$ cat src/rtl/riscv_fetch_pkg.sv
// Shared types and constants for the instruction-fetch front end.
// Contents:
//   FETCH_XLEN / FETCH_ILEN - default PC and instruction widths
//   NOP_INST                - addi x0,x0,0, shown toward IF/ID when no instruction is ready
//   fetch_entry_t           - one queued instruction together with the PC it was fetched from
package riscv_fetch_pkg;

    localparam int FETCH_XLEN = 64;
    localparam int FETCH_ILEN = 32;

    localparam logic [FETCH_ILEN-1:0] NOP_INST = 32'h0000_0013;

    typedef struct packed {
        logic [FETCH_XLEN-1:0] pc;
        logic [FETCH_ILEN-1:0] inst;
    } fetch_entry_t;

endpackage

$ cat src/rtl/fetch_queue_fifo.sv
// Circular FIFO holding fetched instructions between instruction memory and IF/ID.
// Ports:
//   clk, reset        - clock, asynchronous active-high reset
//   clear             - synchronous flush of every entry; takes priority over push/pop
//   push, push_entry  - write one entry at the tail
//   pop               - drop the head entry (caller only pops when count != 0)
//   head              - entry at the head (contents undefined when count == 0)
//   count             - number of valid entries, 0..DEPTH
module fetch_queue_fifo
    import riscv_fetch_pkg::*;
#(
    parameter int DEPTH = 4,
    localparam int CNT_W = $clog2(DEPTH + 1)
) (
    input  logic             clk,
    input  logic             reset,
    input  logic             clear,
    input  logic             push,
    input  fetch_entry_t     push_entry,
    input  logic             pop,
    output fetch_entry_t     head,
    output logic [CNT_W-1:0] count
);

    localparam int PTR_W = (DEPTH > 1) ? $clog2(DEPTH) : 1;

    fetch_entry_t     mem [DEPTH];
    logic [PTR_W-1:0] rd_ptr;
    logic [PTR_W-1:0] wr_ptr;

    // Explicit wrap so DEPTH does not have to be a power of two.
    function automatic logic [PTR_W-1:0] ptr_inc(input logic [PTR_W-1:0] p);
        return (p == PTR_W'(DEPTH - 1)) ? '0 : p + PTR_W'(1);
    endfunction

    // Pointer and occupancy bookkeeping. A push and a pop in the same cycle
    // leave the count unchanged, which is what makes push-while-full legal
    // as long as the head leaves in that same cycle.
    always_ff @(posedge clk or posedge reset) begin
        if (reset) begin
            rd_ptr <= '0;
            wr_ptr <= '0;
            count  <= '0;
        end else if (clear) begin
            rd_ptr <= '0;
            wr_ptr <= '0;
            count  <= '0;
        end else begin
            if (push) begin
                wr_ptr <= ptr_inc(wr_ptr);
            end
            if (pop) begin
                rd_ptr <= ptr_inc(rd_ptr);
            end
            count <= count + CNT_W'(push) - CNT_W'(pop);
        end
    end

    // Entry storage needs no reset: count gates every read of it.
    always_ff @(posedge clk) begin
        if (push && !clear) begin
            mem[wr_ptr] <= push_entry;
        end
    end

    assign head = mem[rd_ptr];

endmodule

$ cat src/rtl/fetch_prefetch_queue.sv
// IF-stage prefetch front end: issues in-order word fetches to instruction memory,
// buffers the returned instructions with their PCs and presents one per cycle to IF/ID.
// Ports:
//   clk, reset                         - clock, asynchronous active-high reset
//   imem_req_valid/ready/addr          - fetch request handshake, word-aligned address
//   imem_rsp_valid/data                - in-order responses, latency >= 1
//   stall                              - hazard unit holds the head instruction
//   redirect_valid/redirect_pc         - taken branch / flush, low two target bits ignored
//   inst_valid/inst/inst_pc            - head instruction toward IF/ID (NOP / 0 when empty)
module fetch_prefetch_queue
    import riscv_fetch_pkg::*;
#(
    parameter int              XLEN     = FETCH_XLEN,
    parameter int              ILEN     = FETCH_ILEN,
    parameter int              DEPTH    = 4,
    parameter logic [XLEN-1:0] RESET_PC = '0
) (
    input  logic            clk,
    input  logic            reset,
    output logic            imem_req_valid,
    input  logic            imem_req_ready,
    output logic [XLEN-1:0] imem_req_addr,
    input  logic            imem_rsp_valid,
    input  logic [ILEN-1:0] imem_rsp_data,
    input  logic            stall,
    input  logic            redirect_valid,
    input  logic [XLEN-1:0] redirect_pc,
    output logic            inst_valid,
    output logic [ILEN-1:0] inst,
    output logic [XLEN-1:0] inst_pc
);

    localparam int CNT_W = $clog2(DEPTH + 1);

    logic [XLEN-1:0]  fetch_pc;
    logic [XLEN-1:0]  resp_pc;
    logic [XLEN-1:0]  redirect_target;
    logic [CNT_W-1:0] outstanding;
    logic [CNT_W-1:0] drop_cnt;
    logic [CNT_W-1:0] count;
    logic             credit_ok;
    logic             req_fire;
    logic             rsp_drop;
    logic             push;
    logic             pop;
    fetch_entry_t     push_entry;
    fetch_entry_t     head;

    // Every slot is reserved at request time, so a response can never find
    // the queue full. Reset also masks the request so nothing leaves while
    // the memory side is being reset alongside us.
    assign credit_ok       = ({1'b0, count} + {1'b0, outstanding}) < (CNT_W + 1)'(DEPTH);
    assign imem_req_valid  = !reset && !redirect_valid && credit_ok;
    assign imem_req_addr   = fetch_pc;
    assign req_fire        = imem_req_valid && imem_req_ready;
    assign redirect_target = redirect_pc & ~XLEN'(3);

    // Responses belonging to the pre-redirect path are counted off by
    // drop_cnt; a response landing in the redirect cycle itself is stale too.
    assign rsp_drop   = drop_cnt != '0;
    assign push       = imem_rsp_valid && !rsp_drop && !redirect_valid;
    assign pop        = inst_valid && !stall && !redirect_valid;
    assign push_entry = '{pc: resp_pc, inst: imem_rsp_data};

    fetch_queue_fifo #(
        .DEPTH(DEPTH)
    ) u_fifo (
        .clk       (clk),
        .reset     (reset),
        .clear     (redirect_valid),
        .push      (push),
        .push_entry(push_entry),
        .pop       (pop),
        .head      (head),
        .count     (count)
    );

    // Fetch/response PC tracking and in-flight accounting. On a redirect all
    // requests still in flight become stale, so drop_cnt simply takes the
    // post-cycle outstanding value, whatever drop_cnt held before.
    always_ff @(posedge clk or posedge reset) begin
        if (reset) begin
            fetch_pc    <= RESET_PC;
            resp_pc     <= RESET_PC;
            outstanding <= '0;
            drop_cnt    <= '0;
        end else if (redirect_valid) begin
            fetch_pc    <= redirect_target;
            resp_pc     <= redirect_target;
            outstanding <= outstanding - CNT_W'(imem_rsp_valid);
            drop_cnt    <= outstanding - CNT_W'(imem_rsp_valid);
        end else begin
            if (req_fire) begin
                fetch_pc <= fetch_pc + XLEN'(4);
            end
            outstanding <= outstanding + CNT_W'(req_fire) - CNT_W'(imem_rsp_valid);
            if (imem_rsp_valid) begin
                if (rsp_drop) begin
                    drop_cnt <= drop_cnt - CNT_W'(1);
                end else begin
                    resp_pc <= resp_pc + XLEN'(4);
                end
            end
        end
    end

    // IF/ID sees a NOP at PC 0 whenever the queue is empty.
    assign inst_valid = count != '0;
    assign inst       = inst_valid ? head.inst : NOP_INST;
    assign inst_pc    = inst_valid ? head.pc : '0;

    // A response with nothing in flight means the memory and this block
    // disagree about the request stream.
    rsp_has_request: assert property (@(posedge clk) disable iff (reset)
        imem_rsp_valid |-> (outstanding != '0));

endmodule

$ cat config.mk
export PLATFORM = sky130hd
export DESIGN_NAME = fetch_prefetch_queue
export DESIGN_NICKNAME = d
export VERILOG_FILES = /design/src/rtl/riscv_fetch_pkg.sv /design/src/rtl/fetch_queue_fifo.sv /design/src/rtl/fetch_prefetch_queue.sv
export SDC_FILE = /design/constraint.sdc
export NUM_CORES = 1
export LEC_CHECK = 0
export CORE_UTILIZATION = 56
export DETAILED_ROUTE_END_ITERATION = 10
export PLACE_DENSITY = 0.8
export SLEW_MARGIN = 40
export SYNTH_ARGS = -nofsm -noshare
export SYNTH_HDL_FRONTEND = slang
export SYNTH_SLANG_ARGS = --single-unit
$ cat constraint.sdc
create_clock -name clk -period 6.9 [get_ports clk]
set_input_delay 1.725 -clock clk [delete_from_list [all_inputs] [get_ports clk]]
set_output_delay 1.725 -clock clk [all_outputs]
set_load 0.005 [all_outputs]
### Yosys cells after proc, flatten, opt, wreduce, memory -nomap -nowiden

Memories as Yosys holds them, arrays and structs flattened.
Cells that the tools add are included.

* add/subtract/negate cells: 11
* $lt $le $gt $ge: 1
* eq/ne operators: 3
* mux-type cells: 20
* reductions and logical operators: 21

Operators by type and width (count)
* $mux W64: 6
* $add A64 B3 Y64 const B: 2
* $mux W32: 1
* $mux W3: 5
* $mux W2: 6
* $reduce_bool A2 Y1: 5
* $sub A3 B1 Y3: 3
* $logic_and A1 B1 Y1: 8
* $add A3 B1 Y3: 2
* $reduce_bool A3 Y1: 2
* $add A2 B1 Y2 const B: 2
* $add A3 B3 Y4: 1
* $eq A2 B2 Y1 const B: 2
* $logic_not A1 Y1: 4
* $lt A4 B3 Y1 const B: 1
* $reduce_and A2 Y1: 2
* $sub A3 B1 Y3 const B: 1
* $mux W1: 2
* $ne A2 B2 Y1 const B: 1

* register bits after elaboration: 141
* memory bits (writable): 384
* input port bits: 102
* output and inout port bits: 162
* word-level logic and storage cells: 64
* memories: 1

Memory list
* u_fifo.mem: words 4, width 96, rd ports 1, clocked after Yosys merged registers in 0, write ports 1, line fetch_queue_fifo.sv:27 `fetch_entry_t mem [DEPTH];`

### Logic depth before layout (Yosys ltp)

Gate-level depths: netlist of the first run.

* word-level depth: 7
* mapped depth: 14
* gate-level depth less buffers: 11

### By module

Synthesis of the first run repeated with hierarchy kept, for this count alone.

* cells, all modules: 1579
* area, all modules: 22988.3 um2

Modules (own cells, without submodules)
* fetch_queue_fifo: times used 1, cells an instance 541, area each 14273.7 um2, seq. area each 11706.2 um2
* fetch_prefetch_queue: times used 1, cells an instance 1038, area each 8714.6 um2, seq. area each 3253.1 um2

### Worst setup path before layout of the first run

OpenSTA, ideal clock, no wires.

* path type: input port to flip-flop
* start: input port redirect_valid
* end: memory u_fifo.mem[0][0] (netlist bit) (enable)
* library setup time: 463 ps
* data arrival time: 4512 ps
* data required time: 6437 ps
* slack: 1925 ps
* stages on the path: 4
* path buffers: 2
* cell sequence: clkbuf_1 -> clkbuf_1 -> nor2_1 -> and2_1

* word-level cells in the longest chain between the ends: 5

Ends and longest elaborated chain
* from (decl): line fetch_prefetch_queue.sv:26 `input logic redirect_valid,`
* $logic_not A1 Y1 (*): line fetch_queue_fifo.sv:61, fetch_prefetch_queue.sv:61
* $logic_and A1 B1 Y1: line fetch_prefetch_queue.sv:61 `assign push = imem_rsp_valid && !rsp_drop && !redirect_valid;`
* $logic_and A1 B1 Y1 (*): line fetch_queue_fifo.sv:61 `if (push && !clear) begin`
* $mux W1 (*): line fetch_queue_fifo.sv:61
* $mux W1 (implied by the code) (*): line fetch_queue_fifo.sv:62 `mem[wr_ptr] <= push_entry;`
* to (decl): line fetch_queue_fifo.sv:27

Every way passes the cells marked *; elsewhere a longest branch is shown, timed or not.

### Worst setup path in the final report of the first run

* start: input port reset
* end: output port imem_req_valid

* word-level cells in the longest chain between the ends: 3

Ends and longest elaborated chain
* from (decl): line fetch_prefetch_queue.sv:19 `input logic reset,`
* $logic_not A1 Y1 (no source line)
* $logic_and A1 B1 Y1 (2 in a row): line fetch_prefetch_queue.sv:53 `assign imem_req_valid = !reset && !redirect_valid && credit_ok;`
* to (decl): line fetch_prefetch_queue.sv:20 `output logic imem_req_valid,`

No other way between the ends.

==> qor.log, run 1 <==
[critical_path] largest fanout of any net on the critical path 2
[clock_network] clk slew on worst S/H paths 60 ps
[sta] worst clock skew 15.15 ps
[floorplan] Initial Utilization 0.5710
[drt] drc violations 0
[floorplan] die extent in x 204.0 um
[global_routing] pin count of the biggest net entering global routing 66
[global_routing] total track usage 0.2704
[drt] count of routing violations after the opening detailed-route iteration 1192
[sta] fraction of the cycle the final worst path needs 0.7265
[drt] Antenna Nets Post-Route 0
[synth] most common flop cell mapped by yosys sky130_fd_sc_hd__edfxtp_1
[global_routing] final global-route overflow total 0
[synth] area of the mapped netlist 22840 um2
[sta] Fin. Hold Viols 0
[synth] area share of the largest cell type after synthesis 0.4942
[placement] RD Place Congestion 0.9142
[critical_path] Data required, critical path 5180 ps
[critical_path] kind of start point of the critical path input pin
[power_and_ir_drop] switching part of the total power 0.2721
[critical_path] delay of the slowest critical-path stage 530 ps
[synth] Unique masters post-synth 63
[layout] area overhead of the layout relative to synthesis 20.99%
[critical_path] critical path capture point type output pin
[sta] Post-Route Hold Slack 550.8 ps
[placement] number of I/O port buffers 257
[min_path] classification of the worst-slack hold path reg2reg
[global_routing] number of global-route vias before repair 15045
[placement] post-DP HPWL 36.31 mm
[clock_network] number of buffers added to fix hold violations after cts 0
[synth] number of enable flip-flop cells after synthesis 376
[power_and_ir_drop] register share of total power 0.440
[floorplan] core area 40010 um2
[power_and_ir_drop] Internal Power 6.259 mW
[critical_path] CP max stage cell sky130_fd_sc_hd__clkdlybuf4s50_1
[synth] per-instance average area after synthesis 14.42 um2
[drt] via count 15132
[layout] filler instances 2683
[clock_network] CTS sink cnt 513
[critical_path] cell depth of the worst flop-to-flop path 12
[drt] Routed WL 55.67 mm
[clock_network] CTS tree yes
[synth] proportion of register bits with asynchronous set or reset after synthesis 0.2671
[power_and_ir_drop] static leakage power 9.413 nW
[sta] Max transition margin 0.5130
[synth] most common cell in the synthesized netlist sky130_fd_sc_hd__edfxtp_1
[sta] setup TNS 0 ps
[drt] Routed WL per cell 23.16 um
[clock_network] Inserted Clock Buffers 50
[sta] final slew viol count 0
[synth] number of warnings reported in the yosys synthesis log 0
[global_routing] wire length of the first global-routing pass 86.08 mm
[synth] Commonest cells post-synth sky130_fd_sc_hd__edfxtp_1 (376), sky130_fd_sc_hd__dfrtp_1 (137), sky130_fd_sc_hd__and2_1 (106), sky130_fd_sc_hd__nand2_1 (106), sky130_fd_sc_hd__mux4_2 (94)
[clock_network] Longest Clk Path Bufs 3
[synth] cells after synthesis 1584
[clock_network] worst skew pair latency 570 ps
[floorplan] I/O pins 264
[power_and_ir_drop] clock network fraction of design power 0.306
[critical_path] Register-to-Register Setup Slack 3670 ps
[floorplan] Chip Height 204.0 um
[sta] setup-violating endpoint count in the final report 0
[synth] #FFs+latches synth 513
[sta] Worst Tran Pin Value 725.1 ps
[layout] share of final-layout standard cells stronger than drive strength 1 0.1368
[power_and_ir_drop] maximum vdd drop 0.2194 mV
[layout] number of antenna cells inserted 0
[critical_path] termination of the worst setup path imem_req_valid
[run] max cap viols 0
[critical_path] cells along the critical path clkdlybuf4s50_1, nor3_1, and3_1, clkdlybuf4s50_1
[power_and_ir_drop] share of power burned in combinational logic 0.254
[critical_path] most used cell along the critical path sky130_fd_sc_hd__clkdlybuf4s50_1
[clock_network] H-Tree Level Count 2
[critical_path] first element of the critical path reset
[power_and_ir_drop] switching pwr 2.339 mW
[run_status] result of the run completed
[critical_path] critical path class in2out
[layout] Post-layout nets 1961
[synth] ranking of synthesized cells by area sky130_fd_sc_hd__edfxtp_1 (49%), sky130_fd_sc_hd__dfrtp_1 (15%), sky130_fd_sc_hd__mux4_2 (9.3%)
[clock_network] number of gates resized after CTS 0
[floorplan] floorplan die area 41610 um2
[drt] Vias/cell 6.297
[global_routing] antenna violations before repair 2
[floorplan] number of rows in the core area 73
[power_and_ir_drop] Pwr Density 311.1 nW/um2
[drt] 1st-pass router iterations 6
[sta] post-layout minimum cycle time 5013 ps
[sta] f_max 199.5 MHz
[critical_path] startpoint of the worst register-to-register path outstanding[2]
[sta] RSZ-0062 raised after global routing no
[clock_network] cell at the root of the clock tree sky130_fd_sc_hd__clkbuf_16
[synth] sequential element share of the synthesized area 0.6443
[clock_network] Post-CTS Setup Repair Bufs 0
[critical_path] critical path data arrival time 3290 ps
[synth] cell taking the most area after synthesis sky130_fd_sc_hd__edfxtp_1
[critical_path] reg2reg end outstanding[2]
-- cell usage in the layout, fill, tap and decap left out, types with 8 or more instances in the layout --
| cell | count |
|---|---|
| sky130_fd_sc_hd__a21oi_1 | 13 |
| sky130_fd_sc_hd__a31oi_1 | 31 |
| sky130_fd_sc_hd__and2_1 | 102 |
| sky130_fd_sc_hd__and3_1 | 21 |
| sky130_fd_sc_hd__buf_4 | 23 |
| sky130_fd_sc_hd__clkbuf_1 | 15 |
| sky130_fd_sc_hd__clkbuf_16 | 51 |
| sky130_fd_sc_hd__clkdlybuf4s50_1 | 256 |
| sky130_fd_sc_hd__dfrtp_1 | 135 |
| sky130_fd_sc_hd__edfxtp_1 | 376 |
| sky130_fd_sc_hd__ha_1 | 16 |
| sky130_fd_sc_hd__inv_1 | 31 |
| sky130_fd_sc_hd__mux2_2 | 14 |
| sky130_fd_sc_hd__mux2i_1 | 12 |
| sky130_fd_sc_hd__mux4_2 | 94 |
| sky130_fd_sc_hd__nand2_1 | 106 |
| sky130_fd_sc_hd__nand3_1 | 75 |
| sky130_fd_sc_hd__nand4_1 | 55 |
| sky130_fd_sc_hd__nand4_2 | 8 |
| sky130_fd_sc_hd__nor2_1 | 70 |
| sky130_fd_sc_hd__nor3_1 | 23 |
| sky130_fd_sc_hd__nor4_1 | 23 |
| sky130_fd_sc_hd__o211ai_1 | 25 |
| sky130_fd_sc_hd__o21ai_0 | 63 |
| sky130_fd_sc_hd__o311ai_0 | 15 |
| sky130_fd_sc_hd__o31ai_1 | 12 |
| sky130_fd_sc_hd__or2_2 | 8 |
| sky130_fd_sc_hd__or3_1 | 18 |
| sky130_fd_sc_hd__or4_1 | 22 |
| sky130_fd_sc_hd__xnor2_1 | 14 |
| sky130_fd_sc_hd__xor2_1 | 37 |
-- how the worst min path moves through the flow --
stage,start,end,slack (ps),cells past startpoint
6_report,outstanding[2],outstanding[2],550,1
3_3_place_gp,outstanding[2],outstanding[2],520,1
4_1_cts,outstanding[2],outstanding[2],540,1
2_1_floorplan,outstanding[2],outstanding[2],490,1
3_5_place_dp,outstanding[2],outstanding[2],530,1
5_1_grt,outstanding[2],outstanding[2],560,1
-- registers in the layout, indices dropped and copies added (netlist names) --
| name | flops |
|---|---|
| imem_req_addr | 62 |
| u_fifo.count | 3 |
| u_fifo.wr_ptr | 2 |
| drop_cnt | 3 |
| u_fifo.mem | 376 |
| u_fifo.rd_ptr | 2 |
| outstanding | 3 |
| resp_pc | 62 |
-- area by class of cell --
type	instances	area (um2)	share of cell area
Clock buffer	70	1388	0.05020
Clock inverter	19	196.4	0.007107
Inverter	34	131.4	0.004753
Multi-Input combinational cell	956	7666	0.2774
Sequential cell	513	14730	0.5328
Tap cell	525	656.9	0.02377
Timing Repair Buffer	286	2875	0.1040
-- power groups by stage --
stage / sequential [mW] / clock (mW) / combinational (mW)
after floorplan: 3.73 / 0 / 1.15
after global placement: 3.86 / 0 / 2.11
after detailed placement: 3.87 / 0 / 2.16
after CTS: 3.81 / 2.68 / 2.18
after global routing: 3.80 / 2.79 / 2.38
final: 3.78 / 2.63 / 2.19
-- logic make-up (layout without fill, tap and decap cells) --
logic type / Yosys count / in the layout / share of synthesized area
compound gates: 181 / 181 / 0.05154
xor+xnor: 51 / 51 / 0.01955
fa+ha+maj: 18 / 18 / 0.01052
buf+inv: 118 / 409 / 0.02141
flops: 513 / 513 / 0.6443
mux: 120 / 120 / 0.1048
other cells: 1 / 4 / 0.0001642
simple gates: 582 / 582 / 0.1477
-- routing by layer --
layer  track usage  share of wire  up-vias
met2        0.4314           0.48      729
met3       0.04464          0.082       89
met5             0        0.00049        -
met1        0.3903           0.42     7626
met4       0.07010          0.020        4
li1              -              -     6684
-- through the flow --
| step | worst slack (ps) | cell area, um2 | std cells | power (mW) | utilization |
|---|---|---|---|---|---|
| 3_3_place_gp | 1934 | 25930 | 2308 | 5.968 | 0.6481 |
| 6_report | 1887 | 27640 | 2403 | 8.599 | 0.6909 |
| 4_1_cts | 1780 | 27560 | 2399 | 8.667 | 0.6889 |
| 5_1_grt | 1768 | 27640 | 2403 | 8.978 | 0.6909 |
| 2_1_floorplan | 1507 | 22860 | 1587 | 4.876 | - |
| 3_5_place_dp | 1894 | 25970 | 2310 | 6.029 | 0.6493 |
-- worst max-delay path: cells and delay by family --
family	cells	cell delay (ps)
buffers and inverters	2	1050
and+or+nand+nor	2	510
No activity file was read; power rests on OpenSTA's default activity.
==> inputs of run 2 (changes only) <==
--- a/config.mk
+++ b/config.mk
@@ -5,9 +5,9 @@
 export SDC_FILE = /design/constraint.sdc
 export NUM_CORES = 1
 export LEC_CHECK = 0
-export CORE_UTILIZATION = 56
+export CORE_UTILIZATION = 51
 export DETAILED_ROUTE_END_ITERATION = 10
-export PLACE_DENSITY = 0.8
+export PLACE_DENSITY = 0.77
 export SLEW_MARGIN = 40
 export SYNTH_ARGS = -nofsm -noshare
 export SYNTH_HDL_FRONTEND = slang
==> constraint.sdc (replaced) <==
create_clock -name clk -period 4.3 [get_ports clk]
set_input_delay 1.075 -clock clk [delete_from_list [all_inputs] [get_ports clk]]
set_output_delay 1.075 -clock clk [all_outputs]
set_load 0.005 [all_outputs]
==> run 2 against run 1 <==
Net effect:
- wire length grew 1.2%
- clock power rose by 60%
- flip-flop and latch count unchanged
- register-to-register slack got worse by 2400 ps
- first-iteration DRC count is 13% lower
- clock skew is 14 ps higher
- die area rose by 9.7%
- total power increased by 61%
- setup slack worse by 1500 ps
- critical path depth unchanged
- sequential power is 60% higher
- sequential share of layout area is 0.51 points lower
- largest power group unchanged
==> qor.log, run 2 (synthesized netlist as in run 1, its figures left out) <==
[floorplan] Chip Height 213.6 um [+4.7%]
[drt] count of routing violations after the opening detailed-route iteration 1039 [-13%]
[layout] share of final-layout standard cells stronger than drive strength 1 0.1393 [+0.002453]
[floorplan] I/O pins 264 [unchanged]
[global_routing] antenna violations before repair 2 [unchanged]
[min_path] classification of the worst-slack hold path reg2reg
[placement] number of I/O port buffers 257 [unchanged]
[global_routing] number of global-route vias before repair 14807 [-1.6%]
[power_and_ir_drop] switching part of the total power 0.2710 [-0.001082]
[clock_network] number of buffers added to fix hold violations after cts 0 [unchanged]
[layout] post-layout util 0.6311 [-0.05983]
[critical_path] critical path data arrival time 2850 ps [-440 ps]
[drt] via count 14922 [-1.4%]
[drt] 1st-pass router iterations 5 [-1]
[placement] # placed instances 2390 [+3.5%]
[power_and_ir_drop] Total Power 13.80 mW [+61%]
[clock_network] Inserted Clock Buffers 50 [unchanged]
[layout] Post-layout nets 1970 [+0.46%]
[global_routing] wire length of the first global-routing pass 86.24 mm [+0.18%]
[layout] area of all placed cells without fillers 27910 um2 [+0.96%]
[critical_path] startpoint of the worst register-to-register path resp_pc[11]
[layout] most used cells in the layout excluding fill and tap cells sky130_fd_sc_hd__edfxtp_1 (376), sky130_fd_sc_hd__clkdlybuf4s50_1 (256), sky130_fd_sc_hd__dfrtp_1 (135)
[power_and_ir_drop] maximum vdd drop 0.3294 mV [+50%]
[run] max cap viols 0 [unchanged]
[sta] setup-violating endpoint count in the final report 0 [unchanged]
[layout] final std cells w/o fill 2480 [+3.2%]
[floorplan] die extent in x 213.6 um [+4.7%]
[power_and_ir_drop] static leakage power 9.472 nW [+0.62%]
[power_and_ir_drop] switching pwr 3.740 mW [+60%]
[power_and_ir_drop] register share of total power 0.437 [-0.003]
[clock_network] number of gates resized after CTS 0 [unchanged]
[drt] Antenna Nets Post-Route 0 [unchanged]
[power_and_ir_drop] Internal Power 10.06 mW [+61%]
[global_routing] total track usage 0.2519 [-0.01855]
[sta] RSZ-0062 raised after global routing no
[critical_path] critical path capture point type output pin
[sta] f_max 255.0 MHz
[sta] final slew viol count 0 [unchanged]
[sta] Fin. Hold Viols 0 [unchanged]
[floorplan] number of rows in the core area 77 [+5.5%]
[floorplan] Initial Utilization 0.5166 [-0.05443]
[drt] Routed WL per cell 22.71 um [-2.0%]
[sta] Max transition margin 0.4323 [-0.08070]
[critical_path] cells along the critical path buf_12, mux4_2, and2_1, clkdlybuf4s50_1
[placement] Cell Area, Placed 26340 um2 [+1.4%]
[global_routing] pin count of the biggest net entering global routing 120 [+82%]
[placement] post-DP HPWL 37.53 mm [+3.4%]
[run_status] result of the run completed
[layout] most frequent standard cell in the layout excluding fill and tap cells sky130_fd_sc_hd__edfxtp_1
[sta] Worst Tran Pin Value 850.6 ps [+125.6 ps]
[drt] Vias/cell 6.017 [-4.4%]
[critical_path] Data required, critical path 3220 ps [-1960 ps]
[sta] fraction of the cycle the final worst path needs 0.9119
[critical_path] Register-to-Register Setup Slack 1300 ps [-2370 ps]
[clock_network] worst skew pair latency 580 ps [about the same]
[clock_network] H-Tree Level Count 2 [unchanged]
[layout] Largest Register u_fifo.mem
[sta] worst clock skew 29.42 ps [+14.28 ps]
[critical_path] CP max stage cell sky130_fd_sc_hd__dfrtp_4
[critical_path] cell depth of the worst flop-to-flop path 5 [-7]
[floorplan] floorplan die area 45640 um2 [+9.7%]
[critical_path] delay of the slowest critical-path stage 830 ps [+300 ps]
[critical_path] first element of the critical path u_fifo.rd_ptr[1]
[clock_network] Longest Clk Path Bufs 3 [unchanged]
[critical_path] kind of start point of the critical path flip-flop
[global_routing] final global-route overflow total 0 [unchanged]
[drt] drc violations 0 [unchanged]
[clock_network] CTS tree yes
[layout] max FFs per register 376 [unchanged]
[clock_network] Post-CTS Setup Repair Bufs 0 [unchanged]
[floorplan] core area 44220 um2 [+11%]
[power_and_ir_drop] clock network fraction of design power 0.305 [about the same]
[clock_network] clk slew on worst S/H paths 60 ps [about the same]
[sta] setup TNS 0 ps [unchanged]
[power_and_ir_drop] share of power burned in combinational logic 0.258 [+0.004]
[sta] post-layout minimum cycle time 3921 ps
[critical_path] reg2reg end resp_pc[55]
[layout] number of antenna cells inserted 0 [unchanged]
[placement] RD Place Congestion 0.8965 [-1.9%]
[drt] Routed WL 56.32 mm [+1.2%]
[critical_path] termination of the worst setup path inst_pc[29]
[layout] area overhead of the layout relative to synthesis 22.16%
[critical_path] critical path class reg2out
[clock_network] cell at the root of the clock tree sky130_fd_sc_hd__clkbuf_16
[power_and_ir_drop] Pwr Density 494.6 nW/um2 [+59%]
[clock_network] CTS sink cnt 513 [unchanged]
[critical_path] largest fanout of any net on the critical path 42 [+40]
[run 2: changes by cell type in the layout (fill, tap and decap cells not counted), moves of 2 or more]
cell,change
sky130_fd_sc_hd__clkinv_1,+5
sky130_fd_sc_hd__clkbuf_1,-2
sky130_fd_sc_hd__buf_4,-2
sky130_fd_sc_hd__clkinvlp_4,+3
sky130_fd_sc_hd__clkinv_2,-2
sky130_fd_sc_hd__buf_12,+11
[run 2: critical path, delay by kind of cell (launching register included)]
| family | cells | cell delay, ps |
|---|---|---|
| buffers and inverters | 2 | 870 |
| muxes | 1 | 340 |
| DFF | 1 | 830 |
| and+or+nand+nor | 1 | 170 |
[run 2: worst min path at each step]
stage | start | endpoint | slack [ps] | depth (start not counted)
2_1_floorplan | outstanding[2] | outstanding[2] | 490 | 1
3_3_place_gp | outstanding[2] | outstanding[2] | 520 | 1
3_5_place_dp | outstanding[2] | outstanding[2] | 550 | 1
4_1_cts | outstanding[2] | outstanding[2] | 560 | 1
5_1_grt | outstanding[2] | outstanding[2] | 570 | 1
6_report | outstanding[2] | outstanding[2] | 560 | 1
[run 2: layout make-up]
type | count | area, um2
tap | 592 | 740.7
multi-input combinational | 956 | 7660
timing repair buffer | 295 | 3080
fill | 3251 | 16310
clock inverter | 24 | 226.5
sequential | 513 | 14730
clock buffer | 66 | 1341
inverter | 34 | 131.4
[run 2: per-stage QoR]
step / worst slack, ps / hold WS [ps]
floorplan: 813.1 / 486.2
global placement: 623.0 / 524.0
detailed placement: 588.5 / 549.8
CTS: 330.1 / 557.9
global route: 259.4 / 566.9
finish: 378.9 / 557.8
[run 2: metal layers]
| metal | up-vias | track usage | part of all wire |
|---|---|---|---|
| met4 | 4 | 0.07906 | 0.026 |
| li1 | 6684 | - | - |
| met2 | 607 | 0.3982 | 0.47 |
| met3 | 110 | 0.04906 | 0.072 |
| met1 | 7517 | 0.3546 | 0.43 |
| met5 | - | 0 | 0.00055 |
[run 2: power groups by stage]
stage	registers, mW	logic [mW]	clock network, mW
finish	6.04	3.56	4.21
floorplan	5.98	1.85	0
global route	6.08	3.90	4.47
CTS	6.03	3.65	4.28
detailed placement	6.12	3.62	0
global placement	6.10	3.57	0
==> RTL edit 1: new RTL, config.mk and constraints of run 1 <==
`FETCH_XLEN`: 64 -> 56.
--- a/src/rtl/riscv_fetch_pkg.sv
+++ b/src/rtl/riscv_fetch_pkg.sv
@@ -5,7 +5,7 @@
 //   fetch_entry_t           - one queued instruction together with the PC it was fetched from
 package riscv_fetch_pkg;
 
-    localparam int FETCH_XLEN = 64;
+    localparam int FETCH_XLEN = 56;
     localparam int FETCH_ILEN = 32;
 
     localparam logic [FETCH_ILEN-1:0] NOP_INST = 32'h0000_0013;
Ports: changed (resized imem_req_addr, inst_pc and redirect_pc); port bits go from 264 to 240. No check against the original RTL was run, so the function may have changed too.
==> RTL edit 1 against run 1 <==
  * Critical path depth up 1
  * Final area down 11%
  * Area after synthesis down 13%
  * Power down 8.1%
  * Hold slack worse by 0.027 ns
  * Setup slack better by 0.043 ns
  * Routed wire length down 16%
  * Sequential cell count down 48
  * Clock power down 3%
  * Global-route usage down 0.86 points
==> RTL edit 1: results <==
[synthesis]
ys_async_sr_fraction_pct = 26.0
yosys-top-cells-count = 344 x edfxtp_1, 121 x dfrtp_1, 118 x nand2_1
synthCells = 1333
synth_area_leaders = edfxtp_1 52%, dfrtp_1 15%, mux4_2 9.7%
yosys.cell_types.count = 56

[status]
status = finished, final reports clean

[power]
ir_worst_vdd_v = 0.000221
p_int_w = 0.00582
p_leak_nw = 8.40

[setup_path]
path_max_fanout = 44
rrSetupSlack_ns = 3.24
r2r-start = outstanding[2]
cp_slowest_stage_delay_ns = 0.74
arrival_ns = 3.24

[global_route]
grtUsageTotal_pct = 26.2
grtUsageMet1_pct = 35.9
met2_usage_pct = 42.3
grt_pass1_wl_mm = 71.7
antenna_found_initial = 0

[drt]
drt_wl_total_mm = 46.6
route.met2.wl_mm = 22.6
top_layer = met4
num_vias = 12509
firstDrtPassIters = 8
wl_met1_mm = 19.2
drtIter0Drc = 935
viasPerCell = 6.04

[final_layout]
layout.nets = 1693
drive_above_1_share_pct = 14.0
regMostFlops = u_fifo.mem
largest_reg_flops = 344

[place]
dp_hpwl_mm = 30.7
dpl-instance-area_um2 = 22900
gp_congestion = 0.877
port_buffers = 233

[sta]
fin_crit_sh_pct = 72.0
fin_skew_ns = 0.0137
hold_ws_ns = 0.523
worst_pin_slew_ns = 0.875

[cts]
cts_buffers = 47
root_buffer = clkbuf_16
insertion_delay_ns = 0.55
clockBufferDepth = 3
==> RTL edit 1: cell types whose count changed after synthesis, moves of 17 or more <==
cell / change
nand3_1: -17
nor2_1: -24
xnor2_1: +21
nand4_1: -21
nor4_1: -17
or4_1: -21
a31oi_1: -20
edfxtp_1: -32
==> RTL edit 1: power by group through the flow <==
stage / clock network, W / logic (W) / registers [W]
finish: 0.00254 / 0.00195 / 0.00340
global route: 0.00269 / 0.00213 / 0.00343
CTS: 0.00257 / 0.00199 / 0.00340
detailed placement: 0 / 0.00197 / 0.00345
global placement: 0 / 0.00189 / 0.00348
floorplan: 0 / 0.00100 / 0.00337
==> RTL edit 1: cell type report <==
class / instances / area (µm²)
clock buffers: 64 / 1340
clock inverters: 22 / 223
fillers: 2244 / 10300
inverters: 27 / 108
multi-input cells: 778 / 6230
flip-flops and latches: 465 / 13400
well taps: 455 / 569
repair buffers: 261 / 2640
==> RTL edit 1: cells by family (layout without fill, tap and decap cells) <==
| kind of cell | after synthesis | in the layout | synth area share, % |
|---|---|---|---|
| XOR/XNOR | 66 | 66 | 2.90 |
| multiplexers | 100 | 100 | 10.5 |
| buffers and inverters | 93 | 374 | 1.88 |
| other | 1 | 4 | 0.0188 |
| flip-flops | 465 | 465 | 67.0 |
| AND/OR/NAND/NOR | 437 | 437 | 11.7 |
| AO/OA/AOI/OAI | 152 | 152 | 4.64 |
| adder cells (fa/ha/maj) | 19 | 19 | 1.27 |
==> RTL edit 1: worst max path at each step <==
stage	start	to	cells after the start
after CTS	u_fifo.rd_ptr[0]	inst_pc[22]	5
final	u_fifo.rd_ptr[0]	inst_pc[22]	5
after global routing	u_fifo.rd_ptr[0]	inst_pc[33]	5
after detailed placement	reset	outstanding[2]	12
after floorplan	reset	drop_cnt[0]	1
after global placement	reset	outstanding[2]	12
==> RTL edit 2: new RTL, settings of run 1 <==
Without the edit above. Make the reset (`reset`) synchronous in 2 clocked blocks. Comments in the files are not updated.
--- a/src/rtl/fetch_queue_fifo.sv
+++ b/src/rtl/fetch_queue_fifo.sv
@@ -36,7 +36,7 @@
     // Pointer and occupancy bookkeeping. A push and a pop in the same cycle
     // leave the count unchanged, which is what makes push-while-full legal
     // as long as the head leaves in that same cycle.
-    always_ff @(posedge clk or posedge reset) begin
+    always_ff @(posedge clk) begin
         if (reset) begin
             rd_ptr <= '0;
             wr_ptr <= '0;
--- a/src/rtl/fetch_prefetch_queue.sv
+++ b/src/rtl/fetch_prefetch_queue.sv
@@ -78,7 +78,7 @@
     // Fetch/response PC tracking and in-flight accounting. On a redirect all
     // requests still in flight become stale, so drop_cnt simply takes the
     // post-cycle outstanding value, whatever drop_cnt held before.
-    always_ff @(posedge clk or posedge reset) begin
+    always_ff @(posedge clk) begin
         if (reset) begin
             fetch_pc    <= RESET_PC;
             resp_pc     <= RESET_PC;
Check against the original RTL: not equivalent (Yosys sat finds a counterexample within 4 cycles, from zero or initial values and one cycle with reset high; the reset may be asserted at any time).
==> RTL edit 2 against run 1 <==
  * Final area is 3.2% lower
  * Utilization is essentially flat
  * Setup slack lost 0.034 ns
  * Count of clock-buffer cells in the layout rose by 2
  * Routed wire length down 2.3%
  * Critical path depth increased by 2
  * Area after synthesis down 3.6%
  * Via count is 1.6% lower
  * Sequential cell count up 2
  * Critical path type unchanged
  * Largest cell class unchanged
Power is not compared: it rests on default switching activity, and its combinational part moved more than twofold at a synthesized area within 25%.
==> RTL edit 2: results <==
[power]
ir_worst_vdd_v = 0.000188

[place]
dp_hpwl_mm = 35.1
dpl-instance-area_um2 = 25100
gp_congestion = 0.927
post-place-ws_ns = 1.84
port_buffers = 257

[synthesis]
synth_xor_area_share_pct = 3.10
yosysSeqAreaShare_pct = 63.9
synth_compound_gate_area_share_pct = 6.29
synth_fa_ha_area_share_pct = 1.15
yosys.cell_types.count = 60
synth_mux_area_share_pct = 10.0
synth_enable_flop_cells = 376
ys_async_sr_fraction_pct = 0
synth_area_leaders = edfxtp_1 51%, dfxtp_1 13%, mux4_2 9.6%
yosys-top-cells-count = 376 x edfxtp_1, 139 x dfxtp_1, 110 x nand2_1

[global_route]
antenna_found_initial = 1
grtUsageTotal_pct = 27.0
grt_max_degree = 93
grt_pass1_wl_mm = 83.7

[setup_path]
r2r-start = u_fifo.count[1]
rrSetupSlack_ns = 3.77
timing.rr.end = outstanding[2]
arrival_ns = 3.32
reg2reg_depth = 13
path_max_fanout = 14

[sta]
fin_skew_ns = 0.0140
worst_pin_slew_ns = 0.798

[cts]
clkTransAtPathRegs_ns = 0.06
cts_resized = 0
cts_setup_buffers = 0

[final_layout]
layout.nets = 1972
largest_reg_flops = 376
drive_above_1_share_pct = 11.6
antenna_cells = 0
regMostFlops = u_fifo.mem

[drt]
num_vias = 14896
drtIter0Drc = 1202
drt_wl_total_mm = 54.4

[min_path]
worstHoldStart = u_fifo.wr_ptr[1]
holdPathStages = 2

[status]
status = finished, final reports clean
-- RTL edit 2: layout make-up --
cell class              instances  area, µm²
clock buffers                  72       1460
clock inverters                15        163
fillers                      2654      12000
inverters                      25       97.6
multi-input cells             976       7520
flip-flops and latches        515      14100
well taps                     518        648
repair buffers                283       2790
-- RTL edit 2: critical path: stages --
cell	delay (ns)
buf_4	0.18
inv_1	0.38
nand2_1	0.11
buf_4	0.20
nor3b_1	0.20
clkdlybuf4s50_1	0.53
-- RTL edit 2: stage by stage --
stage,power [W],util (%),hold WS (ns),std cells
after global routing,0.00692,69.1,0.529,2404
final,0.00673,69.1,0.494,2404
after floorplan,0.00381,-,0.469,1610
after global placement,0.00407,64.8,0.478,2316
after detailed placement,0.00408,64.9,0.487,2317
after CTS,0.00676,69.1,0.495,2404
-- RTL edit 2: power by group --
| group | total [W] | leakage, nW | internal [W] | switching, W |
|---|---|---|---|---|
| registers | 0.00353 | 4.61 | 0.00342 | 0.000111 |
| clock network | 0.00270 | 0.787 | 0.00158 | 0.00112 |
| logic | 0.000500 | 3.32 | 0.000257 | 0.000243 |
-- RTL edit 2: how the worst min path moves through the flow --
stage	end
6_report	u_fifo.wr_ptr[1]
5_1_grt	u_fifo.wr_ptr[1]
4_1_cts	u_fifo.wr_ptr[1]
3_5_place_dp	u_fifo.wr_ptr[1]
3_3_place_gp	u_fifo.wr_ptr[1]
2_1_floorplan	u_fifo.wr_ptr[1]
-- RTL edit 2: per-layer routing --
layer  track usage (%)  share of wire, %  up-vias
met5                 0                 0        -
met4              6.82               2.0        0
met3              4.30               9.6       92
met2              43.3                47      848
met1              38.7                41     7309
li1                  -                 -     6647
-- RTL edit 2: kinds of logic after synthesis --
group,after synthesis
xor gates and xnor gates,78
and+or+nand+nor,555
AOI/OAI and AO/OA,218
DFF,515
other,1
buffers and inverters,119
muxes,102
adders and majority gates,19
